$ cat src/rtl/imem_arb_pkg.sv
// Shared types and default widths for the instruction-memory arbiter.
package imem_arb_pkg;

    localparam int unsigned IMEM_ADDR_W = 13;
    localparam int unsigned IMEM_DATA_W = 32;

    typedef enum logic {ST_BOOT, ST_RUN} arb_state_e;
    typedef enum logic {OWN_IF, OWN_LD} arb_owner_e;

endpackage

$ cat src/rtl/imem_arbiter.sv
// Shares a single-port synchronous-read imem between IF fetch and a loader/debug port.
// Optional macro IMEM_ARB_ERR_EN adds if_err_o/ld_err_o and address checking.
module imem_arbiter
    import imem_arb_pkg::*;
#(
    parameter int unsigned ADDR_W   = IMEM_ADDR_W,
    parameter int unsigned DATA_W   = IMEM_DATA_W,
    parameter int unsigned MAX_WAIT = 4
) (
    input  logic              clk_i,
    input  logic              rst_i,
    input  logic              if_req_i,
    input  logic [31:0]       if_addr_i,
    output logic              if_gnt_o,
    output logic              if_rvalid_o,
    output logic [DATA_W-1:0] if_rdata_o,
    input  logic              ld_req_i,
    input  logic              ld_we_i,
    input  logic [31:0]       ld_addr_i,
    input  logic [DATA_W-1:0] ld_wdata_i,
    input  logic              ld_done_i,
    output logic              ld_gnt_o,
    output logic              ld_rvalid_o,
    output logic [DATA_W-1:0] ld_rdata_o,
`ifdef IMEM_ARB_ERR_EN
    output logic              if_err_o,
    output logic              ld_err_o,
`endif
    output logic              boot_done_o,
    output logic              mem_en_o,
    output logic              mem_we_o,
    output logic [ADDR_W-1:0] mem_addr_o,
    output logic [DATA_W-1:0] mem_wdata_o,
    input  logic [DATA_W-1:0] mem_rdata_i
);

    localparam logic [3:0] MAX_WAIT_C = 4'(MAX_WAIT);

    arb_state_e  state_q, state_d;
    arb_owner_e  rsp_owner_q;
    logic        rsp_valid_q;
    logic        rsp_err_q;
    logic [3:0]  wait_cnt_q;

    logic              if_gnt, ld_gnt;
    logic              if_bad, ld_bad;
    logic [ADDR_W-1:0] if_word, ld_word;

    assign if_word = if_addr_i[ADDR_W+1:2];
    assign ld_word = ld_addr_i[ADDR_W+1:2];

`ifdef IMEM_ARB_ERR_EN
    assign if_bad = (if_addr_i[1:0] != 2'b00) || (if_addr_i[31:ADDR_W+2] != '0);
    assign ld_bad = (ld_addr_i[1:0] != 2'b00) || (ld_addr_i[31:ADDR_W+2] != '0);
`else
    logic unused_addr_bits;
    assign unused_addr_bits = ^{if_addr_i[31:ADDR_W+2], if_addr_i[1:0],
                                ld_addr_i[31:ADDR_W+2], ld_addr_i[1:0]};
    assign if_bad = 1'b0;
    assign ld_bad = 1'b0;
`endif

    // Grant and next-state logic; nothing is granted while reset is asserted.
    always_comb begin
        if_gnt  = 1'b0;
        ld_gnt  = 1'b0;
        state_d = state_q;
        if (!rst_i) begin
            unique case (state_q)
                ST_BOOT: begin
                    ld_gnt = ld_req_i;
                    if (ld_done_i) begin
                        state_d = ST_RUN;
                    end
                end
                ST_RUN: begin
                    if (if_req_i && ld_req_i) begin
                        if (wait_cnt_q == MAX_WAIT_C) begin
                            ld_gnt = 1'b1;
                        end else begin
                            if_gnt = 1'b1;
                        end
                    end else begin
                        if_gnt = if_req_i;
                        ld_gnt = ld_req_i;
                    end
                end
                default: state_d = ST_BOOT;
            endcase
        end
    end

    always_comb begin
        mem_en_o    = 1'b0;
        mem_we_o    = 1'b0;
        mem_addr_o  = '0;
        mem_wdata_o = '0;
        if (ld_gnt) begin
            mem_en_o    = !ld_bad;
            mem_we_o    = ld_we_i && !ld_bad;
            mem_addr_o  = ld_word;
            mem_wdata_o = ld_wdata_i;
        end else if (if_gnt) begin
            mem_en_o   = !if_bad;
            mem_addr_o = if_word;
        end
    end

    always_ff @(posedge clk_i) begin
        if (rst_i) begin
            state_q     <= ST_BOOT;
            wait_cnt_q  <= '0;
            rsp_valid_q <= 1'b0;
            rsp_err_q   <= 1'b0;
            rsp_owner_q <= OWN_IF;
        end else begin
            state_q <= state_d;
            if ((state_q == ST_RUN) && ld_req_i && !ld_gnt) begin
                if (wait_cnt_q != MAX_WAIT_C) begin
                    wait_cnt_q <= wait_cnt_q + 4'd1;
                end
            end else begin
                wait_cnt_q <= '0;
            end
            // An errored write still records the owner so its err pulse lands on the loader.
            rsp_valid_q <= if_gnt || (ld_gnt && !ld_we_i);
            rsp_err_q   <= (if_gnt && if_bad) || (ld_gnt && ld_bad);
            if (if_gnt || ld_gnt) begin
                rsp_owner_q <= ld_gnt ? OWN_LD : OWN_IF;
            end
        end
    end

    logic rsp_live;
    assign rsp_live = rsp_valid_q && !rst_i;

    assign if_gnt_o    = if_gnt;
    assign ld_gnt_o    = ld_gnt;
    assign boot_done_o = (state_q == ST_RUN);

    assign if_rvalid_o = rsp_live && (rsp_owner_q == OWN_IF);
    assign ld_rvalid_o = rsp_live && (rsp_owner_q == OWN_LD);
    assign if_rdata_o  = (if_rvalid_o && !rsp_err_q) ? mem_rdata_i : '0;
    assign ld_rdata_o  = (ld_rvalid_o && !rsp_err_q) ? mem_rdata_i : '0;

`ifdef IMEM_ARB_ERR_EN
    assign if_err_o = rsp_err_q && !rst_i && (rsp_owner_q == OWN_IF);
    assign ld_err_o = rsp_err_q && !rst_i && (rsp_owner_q == OWN_LD);
`endif

endmodule

$ cat config.mk
export PLATFORM = sky130hd
export DESIGN_NAME = imem_arbiter
export DESIGN_NICKNAME = d
export VERILOG_FILES = /design/src/rtl/imem_arb_pkg.sv /design/src/rtl/imem_arbiter.sv
export SDC_FILE = /design/constraint.sdc
export NUM_CORES = 1
export LEC_CHECK = 0
export CORE_AREA = 2 2 97 99
export CTS_CLUSTER_SIZE = 8
export DETAILED_ROUTE_END_ITERATION = 16
export DIE_AREA = 0 0 99 101
export DONT_BUFFER_PORTS = 1
export PLACE_DENSITY = 0.38
export RECOVER_POWER = 25
export SLEW_MARGIN = 15
export SYNTH_ARGS = -nofsm -noshare
export SYNTH_HDL_FRONTEND = slang
export SYNTH_SLANG_ARGS = --single-unit
$ cat constraint.sdc
create_clock -name clk_i -period 2.1 [get_ports clk_i]
set_input_delay 0.42 -clock clk_i [delete_from_list [all_inputs] [get_ports clk_i]]
set_output_delay 0.42 -clock clk_i [all_outputs]
set_load 0.01 [all_outputs]
[After elaboration in Yosys (flattened, before gate mapping)]
Cells that the tools add are included.
Operators by class
  add/sub/neg operators: 1
  multipliers: 0
  divide/modulo/power cells: 0
  order comparisons: 0
  equal/unequal tests: 2
  shift operators: 0
  mux-type cells: 19
  bitwise gates (word level): 3
  reduce and logical (&&, ||, !) cells: 13
Operators by type and width (number)
  $mux W32: 3
  $mux W13: 2
  $mux W1: 13
  $logic_and A1 B1 Y1: 7
  $add A4 B1 Y4 const B: 1
  $eq A4 B3 Y1 const B: 1
  $ne A4 B3 Y1 const B: 1
  $logic_not A1 Y1: 3
  $not A1 Y1: 3
  $logic_or A1 B1 Y1: 2
  $pmux W1 S2: 1
  $reduce_or A2 Y1: 1
Storage, ports and cells
  register bits after elaboration: 7
  latch bits: 0
  memory bits (writable): 0
  ROM bits: 0
  output and inout bits: 116
  word-level logic and storage cells: 42
  memories kept: 0

[Depth between registers and ports, before layout]
  word-level depth: 9
  mapped depth: 6

[Worst setup path before layout]
Ideal clock, no wire load.
  path kind: reg2out
  start point: register wait_cnt_q[0]
  end point: output mem_addr_o[10]
  arrival time: 1.379 ns
  path slack: 0.301 ns
  cell stages (with the launch flop): 7
  path through: dfxtp_1 -> inv_1 -> ha_1 -> and3b_1 -> o21ai_1 -> buf_2 -> o32ai_1
Between the ends
  word-level cells in the longest chain between the ends: 7
  elaborated cells on any way between the ends: 11
  those cells by class: 1 x eq/ne; 10 x mux
RTL lines
  start, declared: line imem_arbiter.sv:43  | logic [3:0] wait_cnt_q;
  start signal, assigned: line imem_arbiter.sv:120  | wait_cnt_q <= wait_cnt_q + 4'd1;
  $eq A4 B3 Y1 (*): line imem_arbiter.sv:78  | if (wait_cnt_q == MAX_WAIT_C) begin
  $mux W1: line imem_arbiter.sv:78
  $mux W1: line imem_arbiter.sv:77  | if (if_req_i && ld_req_i) begin
  $mux W1: line imem_arbiter.sv:69  | unique case (state_q)
  $mux W1: line imem_arbiter.sv:68  | if (!rst_i) begin
  $mux W13: line imem_arbiter.sv:103  | end else if (if_gnt) begin
  $mux W13 (*): line imem_arbiter.sv:98  | if (ld_gnt) begin
  end, declared: line imem_arbiter.sv:32  | output logic [ADDR_W-1:0] mem_addr_o,
Mark *: on every way between the ends. The rest lies on a longest branch, timed or not.

[Worst setup path in the final report]
  start point: register wait_cnt_q[1]
  end point: output mem_wdata_o[13]
Between the ends
  word-level cells in the longest chain between the ends: 6
RTL lines
  $eq A4 B3 Y1: line imem_arbiter.sv:78
  $mux W1: line imem_arbiter.sv:78
  $mux W1: line imem_arbiter.sv:77
  $pmux W1 S2: line imem_arbiter.sv:69
  $mux W1: line imem_arbiter.sv:68
  $mux W32: line imem_arbiter.sv:98
  end, declared: line imem_arbiter.sv:33  | output logic [DATA_W-1:0] mem_wdata_o,
No other way between the ends.

==> impl_results.md <==
* Status: completed
* Comb power frac at 38.9%
* Initial antenna violation count at 0
* Drt initial violations at 46
* Sw Share at 32.74%
* CTS tree: built
* P_leak at 0.7197 nW
* Worst slew pin tran at 358.0 ps
* Clock buffer depth at 2
* Clock sinks at 7
* Avg Inst Size Synth at 6.682 um^2
* Remaining Overflow, GRT at 0
* Cell family with the largest share of critical-path delay: buffers and inverters
* Crit Path Class: reg -> out
* Mapped Cells at 191
* Mapped cell area at 1276 um^2
* Die Height at 101 um
* Post-route ant nets at 0
* Pwr dens at 316.6 nW/um^2
* Wirelength per Cell at 14.86 um
* Worst r2r dst: wait_cnt_q[1]$_SDFFE_PP0P_
* Multi-input combinational cell area at 1200 um^2
* Largest net degree at the start of global routing at 36
* RSZ-0062 raised after global routing: yes
* Core Footprint at 8977 um^2
* FF+latch count, synth at 7
* CP max FO at 8
* First-pass GRT wire length at 5278 um
* Worst R2R Setup Slack at 590 ps
* Worst Setup SP: wait_cnt_q[1]$_SDFFE_PP0P_
* CP arrival at 1650 ps
* Global-route track usage on met2 at 10.97%
* Cell area after layout at 1739 um^2
* Worst slew margin at 76.21%
* Cts bufs inserted at 3
* Ant diodes at 0
* Sequential fraction of the synthesis area at 10.98%
* Synth Warn # at 0
* Placer Congestion at 0.7156
* DIE AREA at 9999 um^2
* Worst-path clk slew at 40 ps
* CP Depth at 7
* Worst path cell trace: inv_2, ha_4, nand3b_1, a211oi_4, buf_6, clkbuf_16, and2_4
* Total Wirelength at 4517 um
* Most frequent cells in the layout: and2_1 (65), and2_4 (33), nand2b_1 (14), inv_1 (13), o32ai_2 (13)
* Fin. Hold Viols at 0
* Final Hold Slack at 254.3 ps
* Peak VDD IR at 0.1345 mV
* GRT busiest layer: met2
* Switch Pwr at 0.1803 mW
* Total iterations of the first detailed-routing run at 4
* Clock latency on the worst-skew pair at 230 ps
* Vias in the first global route at 971
* Port Buffers at 0
* Nets at 330
* P_int at 0.3703 mW
* Final Cycle Share at 98.66%
* DRC at 0
* Synth-to-layout area growth at 36.27%
* Root Driver: clkbuf_8
* Critical Path End Type: output port
* Post-DP HPWL at 3332 um
* Slowest cell on crit path: dfxtp_2
* Register area at 142.6 um^2
* Max stage delay on crit path at 320 ps
* Hold Path Class: in -> reg
* Pins over their slew limit at 0
* Final setup violation count at 0
* Vias at 1327
* H-tree depth at 1
* Gr usage total at 6.934%
* GRT met1 Usage at 8.292%
* Commonest non-fill, non-tap cell in the layout: and2_1
* Syn nets at 327
* Initial Util at 14.22%
* Rows at 35
* CP endpoint: mem_wdata_o[13]
* Critical path buffers and inverters at 3
* Minimum clock period at 2072 ps
* Max Cap Violations at 0
* Clock share of power at 35.5%
* Required time of the critical path at 1680 ps
* CP Launch Type: flop
* Worst reg-to-reg path cell count at 5
* Horiz. Die Dim at 99 um
* Fmax at 0.4827 GHz
* Placement-stage cell area at 1400 um^2
* Post-synth cell types at 25
* I/O pins at 250
* Ratio of cells with drive above 1 in the final layout at 36.79%
* Vias per std cell at 4.365
* Crit Reg-Reg Startpoint: wait_cnt_q[0]$_SDFFE_PP0P_
* Fillers at 982
* Reg power frac at 25.6%
* Clk_skew at 2.248 ps
* Met3 usage at 2.705%
cells in the mapped netlist:
cell | n | share of area (%)
nor3b_2 | 1 | 0.98
buf_1 | 2 | 0.59
o32ai_1 | 13 | 8.9
inv_2 | 1 | 0.29
inv_1 | 15 | 4.4
ha_1 | 2 | 2.0
clkbuf_1 | 6 | 1.8
nand2b_1 | 14 | 6.9
nor2_1 | 7 | 2.1
buf_2 | 4 | 1.6
buf_4 | 3 | 1.8
a21oi_2 | 1 | 0.69
a21oi_1 | 3 | 1.2
nand3b_1 | 1 | 0.59
mux2i_1 | 1 | 0.78
nand2_1 | 4 | 1.2
a211oi_2 | 1 | 0.98
or4_4 | 1 | 0.88
and2_1 | 98 | 48
nand3_1 | 1 | 0.39
o21ai_1 | 1 | 0.39
o21ai_2 | 1 | 0.69
xnor2_1 | 1 | 0.69
and3b_1 | 2 | 1.4
dfxtp_1 | 7 | 11
flip-flops by register name, summed over array words and instances (netlist names):
name and flops:
rsp_valid_q 1, wait_cnt_q 4, boot_done_o 1, rsp_owner_q 1
kinds of logic (layout without fill, tap and decap cells):
logic type      after synthesis  in the layout  share of synthesized area, %
compound gates               20             20                         12.84
fa+ha+maj                     2              2                         1.960
mux                           1              1                        0.7843
simple gates                129            129                         62.35
buf+inv                      31             33                         10.39
xor+xnor                      1              1                        0.6864
flops                         7              7                         10.98
per-stage QoR:
step	setup TNS [ps]	utilization [%]	setup WS (ps)	total power [mW]	cells
3_3_place_gp	0	15.60	186.3	0.2983	293
3_5_place_dp	0	15.60	178.7	0.2983	293
6_report	0	19.37	28.21	0.5506	304
4_1_cts	-389.2	17.41	-40.76	0.5207	301
5_1_grt	-460.7	19.37	-36.13	0.5793	304
2_1_floorplan	0	-	300.9	0.2805	191
repair_timing:
item | in CTS | in global routing
pin swaps | 1 | 5
setup buffers | 3 | 2
cloned | 1 | 2
endpoints found under the setup margin | 16 | 47
hold buffers | 0 | 0
resized for setup | 22 | 35
worst min path at each step:
stage	start	endpoint	slack [ps]	depth (start not counted)
after CTS	rst_i	rsp_owner_q$_SDFFE_PP0P_	260	1
after global placement	wait_cnt_q[0]$_SDFFE_PP0P_	wait_cnt_q[0]$_SDFFE_PP0P_	450	1
after detailed placement	wait_cnt_q[0]$_SDFFE_PP0P_	wait_cnt_q[0]$_SDFFE_PP0P_	450	1
after global routing	rst_i	boot_done_o$_SDFF_PP0_	250	1
final	rst_i	rsp_owner_q$_SDFFE_PP0P_	250	1
after floorplan	wait_cnt_q[0]$_SDFFE_PP0P_	wait_cnt_q[0]$_SDFFE_PP0P_	430	1
power groups by stage:
| stage | clock network (mW) | registers [mW] | logic, mW |
|---|---|---|---|
| final | 0.195 | 0.141 | 0.214 |
| after global routing | 0.207 | 0.142 | 0.230 |
| after CTS | 0.196 | 0.141 | 0.184 |
| after detailed placement | 0 | 0.143 | 0.155 |
| after global placement | 0 | 0.143 | 0.155 |
| after floorplan | 0 | 0.144 | 0.137 |
metal layers:
layer  vias up  share of wire [%]
met5         -                  0
met2       104                 49
met3         7                 12
li1        605                  -
met1       611                 38
met4         0                1.8
area by class of cell:
type | instances | share of cell area (%)
Multi-Input combinational cell | 153 | 68.99
Tap cell | 111 | 7.986
Timing Repair Buffer | 13 | 8.777
Clock buffer | 4 | 2.590
Inverter | 16 | 3.453
Sequential cell | 7 | 8.201
Power figures use the tool's default switching activity.
